<file path="src/rtl/mux_stream_pkg.sv">
`default_nettype none
// ============================================================================
//  Module      : mux_stream_pkg
//  Description : Shared types and helpers for the stream multiplexer family.
//                - mode_t   : selection mode encoding carried on the mode port
//                - next_idx : circular increment of a channel index in 0..ch-1
//  Revision    : 1.0 - initial release
// ============================================================================
package mux_stream_pkg;

    // Encoding matches the two-bit mode port: 00 direct, 01 scan,
    // 10 round-robin, 11 hold.
    typedef enum logic [1:0] {
        MODE_DIRECT = 2'b00,
        MODE_SCAN   = 2'b01,
        MODE_RR     = 2'b10,
        MODE_HOLD   = 2'b11
    } mode_t;

    // Circular increment. The explicit compare against ch-1 keeps the index
    // inside 0..ch-1 when ch is not a power of two, where a plain binary
    // rollover would visit indices that do not exist.
    function automatic int unsigned next_idx(input int unsigned idx,
                                             input int unsigned ch);
        return (idx == ch - 1) ? 0 : idx + 1;
    endfunction

endpackage
`default_nettype wire

</file>
<file path="src/rtl/rr_pick.sv">
`default_nettype none
// ============================================================================
//  Module      : rr_pick
//  Description : Round-robin pick. Returns the first asserted request found
//                searching circularly upward from base (base included).
//  Ports       : req   [CH]    request vector
//                base  [SEL_W] index where the search starts (0..CH-1)
//                grant [SEL_W] index of the first request at or after base
//                any           at least one request asserted
//  Revision    : 1.0 - initial release
// ============================================================================
module rr_pick #(
    parameter  int CH    = 64,
    localparam int SEL_W = $clog2(CH)
) (
    input  logic [CH-1:0]    req,
    input  logic [SEL_W-1:0] base,
    output logic [SEL_W-1:0] grant,
    output logic             any
);

    // One extra index bit covers the doubled vector (0..2*CH-1).
    localparam int IW = SEL_W + 1;
    localparam logic [IW-1:0] c_CH = IW'(CH);

    logic [CH-1:0]   w_mask;
    logic [2*CH-1:0] w_dbl;
    logic [IW-1:0]   w_first;
    logic [IW-1:0]   w_off;

    // Mask off requests below base in the lower copy only. A plain lowest-bit
    // priority encoder over {req, req & mask} then finds the first request at
    // or above base, falling through to the unmasked upper copy to wrap.
    generate
        for (genvar i = 0; i < CH; i++) begin : g_mask
            assign w_mask[i] = (SEL_W'(i) >= base);
        end
    endgenerate

    assign w_dbl = {req, req & w_mask};

    // Descending scan: the last hit written is the lowest set bit.
    always_comb begin
        w_first = '0;
        for (int i = 2 * CH - 1; i >= 0; i--) begin
            if (w_dbl[i]) begin
                w_first = IW'(i);
            end
        end
    end

    // Fold an upper-copy position back onto the real channel index.
    always_comb begin
        w_off = w_first;
        if (w_first >= c_CH) begin
            w_off = w_first - c_CH;
        end
    end

    assign grant = w_off[SEL_W-1:0];
    assign any   = |req;

endmodule
`default_nettype wire

</file>
<file path="src/rtl/mux_stream_sel.sv">
`default_nettype none
// ============================================================================
//  Module      : mux_stream_sel
//  Description : Registered CH:1 stream multiplexer with per-channel
//                valid/ready handshake, single output slot with backpressure
//                and direct / scan / round-robin / hold channel selection.
//  Ports       : clk                  rising-edge clock
//                rst                  synchronous active-high reset
//                in_data   [CH*DW]    channel i at bits [i*DW +: DW]
//                in_valid  [CH]       per-channel valid
//                in_ready  [CH]       per-channel ready, one-hot or zero
//                mode      [2]        00 direct, 01 scan, 10 rr, 11 hold
//                sel       [SEL_W]    channel index for direct mode
//                out_data  [DW]       registered selected data
//                out_ch    [SEL_W]    channel that supplied out_data
//                out_valid            output slot full
//                out_ready            consumer ready
//  Revision    : 1.0 - initial release
// ============================================================================
module mux_stream_sel
    import mux_stream_pkg::*;
#(
    parameter  int CH    = 64,
    parameter  int DW    = 8,
    localparam int SEL_W = $clog2(CH)
) (
    input  logic                clk,
    input  logic                rst,
    input  logic [CH*DW-1:0]    in_data,
    input  logic [CH-1:0]       in_valid,
    output logic [CH-1:0]       in_ready,
    input  logic [1:0]          mode,
    input  logic [SEL_W-1:0]    sel,
    output logic [DW-1:0]       out_data,
    output logic [SEL_W-1:0]    out_ch,
    output logic                out_valid,
    input  logic                out_ready
);

    localparam logic [SEL_W-1:0] c_LAST = SEL_W'(CH - 1);

    // ------------------------------------------------------------------
    // State
    // ------------------------------------------------------------------
    logic [DW-1:0]    r_out_data;
    logic [SEL_W-1:0] r_out_ch;
    logic             r_out_valid;
    logic [SEL_W-1:0] r_ptr;

    // ------------------------------------------------------------------
    // Combinational pick
    // ------------------------------------------------------------------
    mode_t            w_mode;
    logic [DW-1:0]    w_ch_data [CH];
    logic [SEL_W-1:0] w_rr_grant;
    logic             w_rr_any;
    logic [SEL_W-1:0] w_chosen;
    logic             w_hit;
    logic             w_load_en;
    logic             w_accept;
    logic [CH-1:0]    w_in_ready;
    logic [SEL_W-1:0] w_ptr_inc;
    logic [SEL_W-1:0] w_grant_inc;

    assign w_mode = mode_t'(mode);

    generate
        for (genvar i = 0; i < CH; i++) begin : g_unpack
            assign w_ch_data[i] = in_data[i*DW +: DW];
        end
    endgenerate

    rr_pick #(
        .CH    (CH)
    ) u_rr_pick (
        .req   (in_valid),
        .base  (r_ptr),
        .grant (w_rr_grant),
        .any   (w_rr_any)
    );

    always_comb begin
        w_chosen = '0;
        w_hit    = 1'b0;
        case (w_mode)
            MODE_DIRECT: begin
                w_chosen = sel;
                // sel can name a channel that does not exist when CH is not
                // a power of two; such a request never hits.
                w_hit    = (sel <= c_LAST) && in_valid[sel];
            end
            MODE_SCAN: begin
                w_chosen = r_ptr;
                w_hit    = in_valid[r_ptr];
            end
            MODE_RR: begin
                w_chosen = w_rr_grant;
                w_hit    = w_rr_any;
            end
            default: begin
                w_chosen = '0;
                w_hit    = 1'b0;
            end
        endcase
    end

    // The slot can take a word when empty or when its word leaves this cycle,
    // which gives back-to-back transfers without a bubble.
    assign w_load_en = !r_out_valid || out_ready;

    // rst gates the handshake so no producer sees a transfer that the reset
    // is about to discard.
    assign w_accept  = w_load_en && w_hit && !rst;

    always_comb begin
        w_in_ready = '0;
        if (w_accept) begin
            w_in_ready[w_chosen] = 1'b1;
        end
    end

    assign in_ready = w_in_ready;

    assign w_ptr_inc   = SEL_W'(next_idx(32'(r_ptr), CH));
    assign w_grant_inc = SEL_W'(next_idx(32'(w_chosen), CH));

    // ------------------------------------------------------------------
    // Output slot and pointer
    // ------------------------------------------------------------------
    always_ff @(posedge clk) begin
        if (rst) begin
            r_out_valid <= 1'b0;
            r_out_data  <= '0;
            r_out_ch    <= '0;
            r_ptr       <= '0;
        end else if (w_load_en) begin
            if (w_accept) begin
                r_out_data  <= w_ch_data[w_chosen];
                r_out_ch    <= w_chosen;
                r_out_valid <= 1'b1;
            end else begin
                // Data and channel keep their last values; only the slot
                // empties.
                r_out_valid <= 1'b0;
            end

            // Scan advances on every opportunity, valid channel or not.
            // Round-robin moves past the granted channel so it gets the
            // lowest priority next time.
            case (w_mode)
                MODE_SCAN: begin
                    r_ptr <= w_ptr_inc;
                end
                MODE_RR: begin
                    if (w_accept) begin
                        r_ptr <= w_grant_inc;
                    end
                end
                default: begin
                    r_ptr <= r_ptr;
                end
            endcase
        end
    end

    assign out_data  = r_out_data;
    assign out_ch    = r_out_ch;
    assign out_valid = r_out_valid;

endmodule
`default_nettype wire

</file>
<file path="config.mk">
export PLATFORM = sky130hd
export DESIGN_NAME = mux_stream_sel
export DESIGN_NICKNAME = d
export VERILOG_FILES = /design/src/rtl/mux_stream_pkg.sv /design/src/rtl/rr_pick.sv /design/src/rtl/mux_stream_sel.sv
export SDC_FILE = /design/constraint.sdc
export NUM_CORES = 1
export LEC_CHECK = 0
export ABC_AREA = 0
export CORE_AREA = 2 2 258 260
export DETAILED_ROUTE_END_ITERATION = 8
export DIE_AREA = 0 0 260 262
export MAX_ROUTING_LAYER = met4
export SLEW_MARGIN = 20
export SYNTH_ARGS = -nofsm -noshare
export SYNTH_HDL_FRONTEND = slang
export SYNTH_SLANG_ARGS = --single-unit
</file>
<file path="constraint.sdc">
create_clock -name clk -period 5.6 [get_ports clk]
set_clock_uncertainty 0.1 [all_clocks]
set_input_delay 0.84 -clock clk [delete_from_list [all_inputs] [get_ports clk]]
set_output_delay 0.84 -clock clk [all_outputs]
set_load 0.02 [all_outputs]
</file>
Yosys cells after proc, flatten, opt, wreduce, memory -nomap -nowiden
Cells that the tools add are included.
{ "totals": {"regBits": 21, "wordCells": 243} }
{ "classes": {"add_sub_neg": 3, "n_lt_le_gt_ge": 71, "n_eq_ne": 5, "muxes": 146, "n_bitwise": 2, "reduce_logical": 12} }
{ "op_table": {"columns": ["op", "n"], "rows": [
  ["2-to-1 mux 7 bit", 128],
  [">= comparator 6 bit, first input constant", 32],
  [">= comparator 5 x 6 -> 1 bit, first input constant", 16],
  ["AND 64 bit", 1],
  ["2-to-1 mux 64 bit", 1],
  ["OR reduction 64 bit", 1],
  ["binary-select mux 8 bit (select 6 bit)", 1],
  [">= comparator 4 x 6 -> 1 bit, first input constant", 8],
  [">= comparator 3 x 6 -> 1 bit, first input constant", 4],
  ["2-to-1 mux 6 bit", 4],
  ["< comparator 6 x 7 -> 1 bit, second input constant", 3],
  ["one-hot mux 6 bit (3 select lines)", 1],
  ["2-to-1 mux 8 bit", 2],
  [">= comparator 7 bit, second input constant", 2],
  ["adder 6 x 1 -> 6 bit, second input constant", 2],
  ["binary-select mux 1 bit (select 6 bit)", 2],
  ["equality test 6 bit, second input constant", 2],
  [">= comparator 1 x 6 -> 1 bit, first input constant", 2],
  [">= comparator 2 x 6 -> 1 bit, first input constant", 2],
  ["one-hot mux 6 bit (2 select lines)", 1],
  ["inverter 6 -> 7 bit", 1],
  ["demux 1 bit (select 6 bit)", 1],
  [">= comparator 6 x 1 -> 1 bit, second input constant", 1],
  ["less-or-equal comparator 6 bit, second input constant", 1],
  ["other kinds (13)", 20]
]} }

Logic depth before layout (Yosys ltp)
{ "depth": {"depth_word": 136, "mapped_depth": 24, "ltp_nobuf": 17} }

Hierarchy
Synthesis repeated with hierarchy kept, for this count alone.
{ "unflattened": {"cells_unflattened": 1531, "hier_area_um2": 10079.7} }
{ "by_module_without_submodules": {"columns": ["mod", "n_inst", "cells_each", "area_each_um2", "seq_area_each_um2"], "rows": [
  ["mux_stream_sel", 1, 1039, 7259.5, 420.4],
  ["rr_pick", 1, 492, 2820.2, 0.0]
]} }

Least setup slack after synthesis
OpenSTA, ideal clock, no wires.
{ "synth_timing": {"kind": "flip-flop to output port", "from": "register r_ptr[0]", "to": "output in_ready[17]", "arrival_time_ns": 4.255, "setup_slack_ns": 0.405, "path_stages_with_launch": 18, "path_cell_list": "dfxtp_1 -> buf_2 -> clkbuf_1 -> inv_1 -> ha_1 -> nand2b_1 -> o311ai_1 -> or3b_1 -> a2111oi_2 -> o31ai_1 -> a211oi_4 -> nor2_4 -> buf_6 -> buf_6 -> a21oi_1 -> buf_2 -> nand2_1 -> nor2_1"} }
{ "synth_between": {"elab_chain_len": 74} }
{ "synth_lines": {"columns": ["item", "line_no", "text"], "rows": [
  ["from (decl)", "mux_stream_sel.sv:48", "logic [SEL_W-1:0] r_ptr;"],
  ["from (signal assigned)", "mux_stream_sel.sv:152", "r_ptr <= w_ptr_inc;"],
  ["from (signal assigned)", "mux_stream_sel.sv:156", "r_ptr <= w_grant_inc;"],
  ["from (signal assigned)", "mux_stream_sel.sv:160", "r_ptr <= r_ptr;"],
  [">= comparator 6 bit", "rr_pick.sv:36", "assign w_mask[i] = (SEL_W'(i) >= base);"],
  ["AND 64 bit", "rr_pick.sv:40", "assign w_dbl = {req, req & w_mask};"],
  ["2-to-1 mux 7 bit (64 in series)", "rr_pick.sv:46", "if (w_dbl[i]) begin"],
  ["subtractor 6 x 1 -> 6 bit / >= comparator 7 bit (equally long branches)", "rr_pick.sv:56, rr_pick.sv:55", null],
  ["2-to-1 mux 6 bit", "rr_pick.sv:55", "if (w_first >= c_CH) begin"],
  ["one-hot mux 6 bit (3 select lines)", "mux_stream_sel.sv:85", "case (w_mode)"],
  ["< comparator 6 x 7 -> 1 bit (implied by the code) / >= comparator 6 x 1 -> 1 bit (equally long branches)", "mux_stream_sel.sv:118", "w_in_ready[w_chosen] = 1'b1;"],
  ["logical AND 1 bit (implied by the code)", "mux_stream_sel.sv:118", null],
  ["2-to-1 mux 1 bit (implied by the code)", "mux_stream_sel.sv:118", null],
  ["demux 1 bit (select 6 bit)", "mux_stream_sel.sv:118", null],
  ["2-to-1 mux 64 bit *", "mux_stream_sel.sv:117", "if (w_accept) begin"],
  ["to (decl)", "mux_stream_sel.sv:31", "output logic [CH-1:0] in_ready,"]
]} }
Every way passes the cells marked *; elsewhere a longest branch is shown, timed or not. The select of a mux whose other input is x is not followed.

Final worst setup path
{ "layout_timing": {"from": "input in_valid[23]", "to": "register r_out_data[0], in the netlist out_data[0]"} }
{ "layout_between": {"elab_chain_len": 95} }
{ "layout_lines": {"columns": ["item", "line_no", "text"], "rows": [
  ["from (decl)", "mux_stream_sel.sv:30", "input logic [CH-1:0] in_valid,"],
  ["2-to-1 mux 7 bit (88 in series)", "rr_pick.sv:46", null],
  ["subtractor 6 x 1 -> 6 bit / >= comparator 7 bit (equally long branches)", "rr_pick.sv:56, rr_pick.sv:55", null],
  ["2-to-1 mux 6 bit", "rr_pick.sv:55", null],
  ["one-hot mux 6 bit (3 select lines)", "mux_stream_sel.sv:85", null],
  ["inverter 6 -> 7 bit (implied by the code)", "mux_stream_sel.sv:138", "r_out_data <= w_ch_data[w_chosen];"],
  ["binary-select mux 8 bit (select 6 bit)", "mux_stream_sel.sv:138", null],
  ["2-to-1 mux 8 bit (implied by the code) (2 in series)", "mux_stream_sel.sv:138", null],
  ["to (signal assigned)", "mux_stream_sel.sv:138", null],
  ["to (decl)", "mux_stream_sel.sv:45", "logic [DW-1:0] r_out_data;"]
]} }
Parallel ways exist; a longest one is shown, timed or not. The select of a mux whose other input is x is not followed.
A chain may end at the register's enable or synchronous reset.

==> flow_results.org <==
** Drt
- The first TritonRoute pass finished after 5 iterations.
- Post-route ant nets :: 0
- Routed len/inst :: approximately 30 um
- The routed layout has between 15000 and 20000 vias.
- The detailed router finished its first iteration with 1893 violations.
- In the routed design, unresolved DRC markers number 0.
- For this block, the routed nets add up to around 98 mm of wire.
- Vias per inst :: 5.20

** Pwr
- Combinational logic is responsible for about 86% of the overall power.
- Summed over all cells, the static leakage comes to ~8.1 nW.
- Cell internal power was estimated by the tool at around 1.3 mW.
- The worst-case IR drop observed on VDD is 0.0981 mV.
- Switching share of power :: a little under half
- The share of total power dissipated in sequential elements is about 7.5%.
- Net switching power :: roughly 1.1 mW
- For this design the ratio of total power to cell area is 114 nW/um^2.
- The clock network burns between 6 and 7% of the power.

** Floorplanning
- The die covers 68100 um^2.
- Die height :: around 260 um
- Width of the die :: about 260 um
- The floorplan has 94 rows.
- Pin placement for this block handled around 670 I/O pins.
- Std-Cell Core Area :: approximately 65000 um^2
- Starting utilization of the core area :: ~16%

** Logic synthesis
- Syn Area/Cell :: approximately 7 um^2
- Summed over its instances, the top area cell type makes up 9.19% of the synthesized netlist area.
- Summing the sequential cell areas from Yosys gives under 10% of the chip area.
- In this run, synthesis inferred 0 flip-flops with an integrated enable.
- Share of async-settable or async-resettable flops after synthesis :: 0%
- Net count after synthesis :: between 1500 and 2000
- FF+latch count, synth :: 21
- Netlist area before placement :: between 10000 and 15000 um^2
- Most used DFF post-synth :: sky130_fd_sc_hd__dfxtp_1
- By area the synthesized netlist is led by sky130_fd_sc_hd__mux2i_1 (9.2%), sky130_fd_sc_hd__mux4_2 (8.7%), sky130_fd_sc_hd__mux2_2 (5.8%), sky130_fd_sc_hd__nand2_1 (5.3%), sky130_fd_sc_hd__nor2_1 (4.9%).
- Leading area contributor after synthesis :: sky130_fd_sc_hd__mux2i_1
- Synthesis produced a netlist whose cell count is about 1400.
- Post-synthesis cell type count :: 95
- The Yosys step of the flow raised 0 warnings.

** Layout
- Multi-input gate area in the final layout :: around 9000 um^2
- The sequential cells in the finished layout cover a total of 422 um^2.
- The layout has slightly above 7000 filler cells.
- Most common library cell in the layout ignoring fill and taps :: sky130_fd_sc_hd__clkdlybuf4s50_1
- Compared with the post-synthesis result, the final layout area differs by 105%.
- The final layout contains between 2000 and 3000 nets.
- Leaving out fill and tap cells, the most frequent cells in the layout are sky130_fd_sc_hd__clkdlybuf4s50_1 (600), sky130_fd_sc_hd__buf_4 (330), sky130_fd_sc_hd__nand2_1 (135).
- Final core utilization :: around a third
- Layout cell share with drive strength beyond 1 :: between 20% and 30%

** Worst setup path
- Critical path fanouts, max :: 17
- Element type at the critical path start :: input port
- For the worst setup path, the data required time is 5.66 ns.
- STA classifies the critical path endpoint as a flop.
- Buffers & Inverters on Critical Path :: 3
- Arrival time of data at the critical path endpoint :: ~5.6 ns
- The slowest stage of the critical path belongs to the cell sky130_fd_sc_hd__or4_1.
- Crit-path leading delay family :: compound AO/OA/AOI/OAI gates
- The critical path goes through clkdlybuf4s50_1 -> or4_1 -> nor2_2 -> o211ai_1 -> a221oi_1 -> o21ai_1 -> buf_4 -> a211o_1 -> nand2_4 -> buf_4 -> nor2_1 -> o2bb2ai_1 -> a221oi_1 -> a211o_1 -> o211ai_1 -> a21o_1.
- Delay of the slowest cell on the worst path :: about 0.66 ns
- Worst Setup Path Type :: input port to flop

** STA
- Counting I/O delays and the setup requirement, the final critical path takes between 5 and 6 ns.
- # setup viols final :: 0
- The max-slew violation count came to 0.
- Worst Tran Pin Value :: around 0.74 ns
- Derived from the worst setup path, the maximum achievable clock frequency is roughly 0.18 GHz.
- Slew margin rel. :: 50.8%
- Hold Violations, Final :: 0
- Setup repair after global routing could not meet its margin everywhere.
- Final-layout worst hold slack :: about 0.36 ns
- Final worst slack :: 0.0384 ns
- Share of the cycle needed by the critical path after routing :: between 90% and 100%
- Aggregate negative setup slack :: 0 ns

** CTS
- The clock net in this run drives a total of 21 sinks.
- Clock transition time at the flip-flop clock pins of the worst setup and hold paths :: 0.07 ns
- Later-pin clock latency in the skew report :: 0.26 ns
- TritonCTS clock tree :: done
- Number of H-tree branching levels :: 1
- Bufs on Longest Clock Path :: 2
- Post-CTS Setup Bufs :: 0
- Clock root buffer :: sky130_fd_sc_hd__clkbuf_16
- Counting the buffers created by CTS gives 3.

** Placed design
- The congestion estimate from routability-driven global placement came to 1.02.
- Place WS :: -0.415 ns
- Detail Placement HPWL :: roughly 83 mm
- Number of buffers inserted by port buffering :: 665

** Global routing
- Vias in the first global route :: ~16000
- Global-route wire length before repair :: 129 mm
- The number of antenna violations at the first check in global routing was 45.
- For this run the aggregate overflow at the end of global routing stands at 0.
- Total routing resource utilization after global routing :: 27.7%
- Pin count of the biggest net entering global routing :: 40

** Min path
- Class of the most critical hold timing path :: flop to flop

** Flow run
- Reported max-cap violation count :: 0

** Run status
- The flow ran to the end, and the final reports show no timing, DRC or antenna violations.
cells in the mapped netlist (29+ instances only):
| master | number |
|---|---|
| sky130_fd_sc_hd__mux2_2 | 52 |
| sky130_fd_sc_hd__nor2_1 | 132 |
| sky130_fd_sc_hd__mux2i_1 | 93 |
| sky130_fd_sc_hd__a221oi_1 | 50 |
| sky130_fd_sc_hd__o21ai_0 | 83 |
| sky130_fd_sc_hd__mux4_2 | 39 |
| sky130_fd_sc_hd__a21oi_1 | 80 |
| sky130_fd_sc_hd__nand2_1 | 144 |
| sky130_fd_sc_hd__buf_2 | 49 |
| sky130_fd_sc_hd__clkbuf_1 | 47 |
| sky130_fd_sc_hd__o211ai_1 | 29 |
| sky130_fd_sc_hd__nor3_1 | 37 |
| sky130_fd_sc_hd__nand3_1 | 41 |
| sky130_fd_sc_hd__a211oi_1 | 29 |
kinds of logic (layout without fill, tap and decap cells):
family	after synthesis	count (layout)	share of synthesized area, %
AND/OR/NAND/NOR	512	512	25.1
flip-flops	21	21	4.15
multiplexers	197	197	25.2
other	0	35	0
buffers and inverters	150	1060	7.49
adder cells (fa/ha/maj)	4	4	0.494
AO/OA/AOI/OAI	522	522	37.4
XOR/XNOR	2	2	0.173
flip-flops by register name (all words and copies together) (netlist names):
register,count
out_ch,6
out_valid,1
r_ptr,6
out_data,8
worst min-delay path: cells and delay by family (launching register included):
| kind | cells | cell delay, ns |
|---|---|---|
| AND/OR/NAND/NOR | 1 | 0.05 |
| AO/OA/AOI/OAI | 1 | 0.05 |
| flip-flops | 1 | 0.32 |
final timing paths:
check                                   from     endpoint  slack, ns  depth (start not counted)
worst max-delay path            in_valid[23]  out_data[0]       0.04                         16
worst min-delay path             out_data[3]  out_data[3]       0.36                          2
worst min register to register   out_data[3]  out_data[3]       0.36                          2
worst max register to register      r_ptr[4]  out_data[4]       0.24                         18
power by group through the flow:
stage	combinational [mW]	clock, mW	sequential, mW
finish	2.02	0.163	0.176
global route	2.11	0.176	0.178
CTS	1.99	0.171	0.176
detailed placement	1.97	0	0.178
global placement	1.97	0	0.178
floorplan	0.734	0	0.193
per-layer routing:
layer / vias up / track usage [%] / part of all wire [%]
met4: 0 / 9.20 / 3.5
met2: 957 / 45.3 / 48
li1: 7480 / - / -
met1: 8147 / 33.5 / 40
met5: - / - / 0
met3: 143 / 6.36 / 8.6
final cells by class:
cell class / instances / area share (%)
diodes: 35 / 0.422
clock buffers: 3 / 0.362
clock inverters: 1 / 0.0241
inverters: 25 / 0.465
multi-input cells: 1237 / 44.4
flip-flops and latches: 21 / 2.03
well taps: 864 / 5.21
repair buffers: 1031 / 47.1
stage by stage:
| stage | area [um^2] | power [mW] | instances |
|---|---|---|---|
| 3_3_place_gp | 20500 | 2.15 | 3178 |
| 6_report | 20700 | 2.35 | 3217 |
| 3_5_place_dp | 20500 | 2.15 | 3178 |
| 2_1_floorplan | 10100 | 0.927 | 1408 |
| 5_1_grt | 20700 | 2.46 | 3216 |
| 4_1_cts | 20600 | 2.34 | 3182 |
what timing repair did:
item / 4_1_cts / 5_1_grt
setup endpoints to repair: 68 / 55
gates cloned: 0 / 0
hold buffers: 0 / 0
pin swaps: 1 / 1
resized for setup: 91 / 15
Note: power is estimated with default switching activity, not from simulation.
==> patch (same settings) <==
Set the parameter `DW` to 10 (it was 8).
--- a/src/rtl/mux_stream_sel.sv
+++ b/src/rtl/mux_stream_sel.sv
@@ -21,7 +21,7 @@
     import mux_stream_pkg::*;
 #(
     parameter  int CH    = 64,
-    parameter  int DW    = 8,
+    parameter  int DW    = 10,
     localparam int SEL_W = $clog2(CH)
 ) (
     input  logic                clk,
Interface: changed (resized in_data and out_data); port bits go from 666 to 796. No check against the original RTL was run, so the function may have changed too.
==> patch against the original RTL <==
Sequential share of layout area down 0.097 points; core utilization grew 4.8 points; setup slack improved by 0.049 ns; area after synthesis is 14% higher; sequential cell count increased by 2; non-clock buffer count is 186 higher; final area is 15% higher; power up 34%; routed wire length is 21% higher; combinational power increased by 37%; largest power group unchanged; highest routed layer unchanged.
==> patch: results (changes against the original RTL) <==
metric,value,unit,change
status,"complete, no violations",,
share of layout cells above drive strength 1,0.1994,,-0.03482
clock-pin slew on the worst setup and hold paths,0.09,ns,+0.02 ns
Clk pwr share,0.059,,-0.010
via/cell ratio,5.347,,+2.8%
Yosys cell types,99,,+4.2%
DR WL met2,56520,um,+21%
All-Layer GR Usage,0.3397,,+0.06246
CP max-delay cell,or4b_2,,
total number of vias,19880,,+19%
root buffer cell,clkbuf_16,,
met3 WL,9896,um,+18%
met1 wire length,49070,um,+24%
sequential group share of total power,0.065,,-0.010
most used flip-flop cell after synthesis,dfxtp_1,,
vias in the first global route,19330,,+20%
CP Max Fanout,26,,+9
P_int,0.001597,W,+25%
met3 usage,0.05941,,-0.004147
initial antenna violation count,43,,-4.4%
highest cell delay on the worst timing path,0.69,ns,+0.03 ns
grt met2 use,0.5645,,+0.1116
DP Wirelength,102200,um,+23%
IO Port Bufs,795,,+20%
met1 usage,0.4339,,+0.09840
max reg flops,10,,+2
Mapped Cells,1765,,+25%
routed len/inst,31.83,um,+4.6%
HP Class,reg -> reg,,
largest net degree at the start of global routing,41,,+2.5%
Slew HR,0.3536,,-0.1547
worst-skew pair later-pin latency,0.29,ns,+0.03 ns
Post-Syn Nets,2484,,+24%
Highest Signal Layer,met4,,
Synth top cells by count,"360 x nand2_1, 138 x nor2_1, 130 x a21oi_1",,
CTS buffer count,3,,unchanged
main area contributors after synthesis,"nand2_1 12%, mux2i_1 8.8%, mux4_2 8.0%",,
Leakage,9.971,nW,+23%
filler cell count,6988,,-2.5%
"Largest delay share family, worst path",buffers and inverters,,
yosys warns,0,,unchanged
first-pass iteration count of the detailed router,6,,+1
maximum clock path buffer count,2,,unchanged
Critical Path RT,5.67,ns,about the same
"Async S/R FF share, synth",0,,unchanged
Peak VDD IR,0.1275,mV,+30%
fin nets,3543,,+22%
first-pass GRT wire length,157400,um,+22%
register area share after synthesis,0.03987,,-0.001616
DR iter-0 viols,1998,,+5.5%
gpl congestion,1.043,,+1.7%
H-tree Lvls,1,,unchanged
==> patch: cell types whose count changed after synthesis, sizes merged, moves of 12 or more <==
cell / change
mux2: -49
a221oi: -16
a311oi: +15
nand2: +214
nand3: +64
a21oi: +50
a31oi: +17
a2111oi: +12
buf: +30
==> patch: layout make-up <==
class / instances / area share
timing repair buffer: 1217 / 0.4866
multi-input combinational: 1547 / 0.4366
tap: 864 / 0.04534
sequential: 23 / 0.01937
inverter: 32 / 0.005458
antenna: 31 / 0.003254
clock buffer: 3 / 0.003149
clock inverter: 1 / 0.0002099
==> patch: path summary, 6_finish.rpt <==
kind                     start     endpoint  slack (ns)  depth (start not counted)
setup / recovery  in_valid[35]  out_data[8]        0.09                         15
hold reg to reg    out_data[9]  out_data[9]        0.37                          2
setup reg to reg      r_ptr[1]  out_data[8]        0.18                         16
hold / removal     out_data[9]  out_data[9]        0.37                          2
==> patch: kinds of logic after synthesis <==
kind of cell	count (synthesis)	synth area share
and+or+nand+nor	776	0.3094
AOI/OAI and AO/OA	605	0.3757
buffers and inverters	195	0.08461
muxes	158	0.1831
DFF	23	0.03987
xor gates and xnor gates	4	0.003033
adders and majority gates	4	0.004333
==> patch: what timing repair did <==
| action | in CTS | in global routing |
|---|---|---|
| pin swaps | 1 | 2 |
| buffers inserted | 2 | 2 |
| hold endpoints to repair | 0 | 0 |
| setup endpoints to repair | 67 | 61 |
| resized for setup | 36 | 76 |
==> patch: metrics by stage <==
step                setup WS (ns)  power [W]  instance area, um^2
global route             -0.03287   0.003292                23820
detailed placement        -0.4453   0.002911                23340
finish                    0.08699   0.003150                23840
CTS                      -0.03067   0.003120                23510
global placement          -0.5111   0.002923                23340
floorplan                  0.5772   0.001273                11550
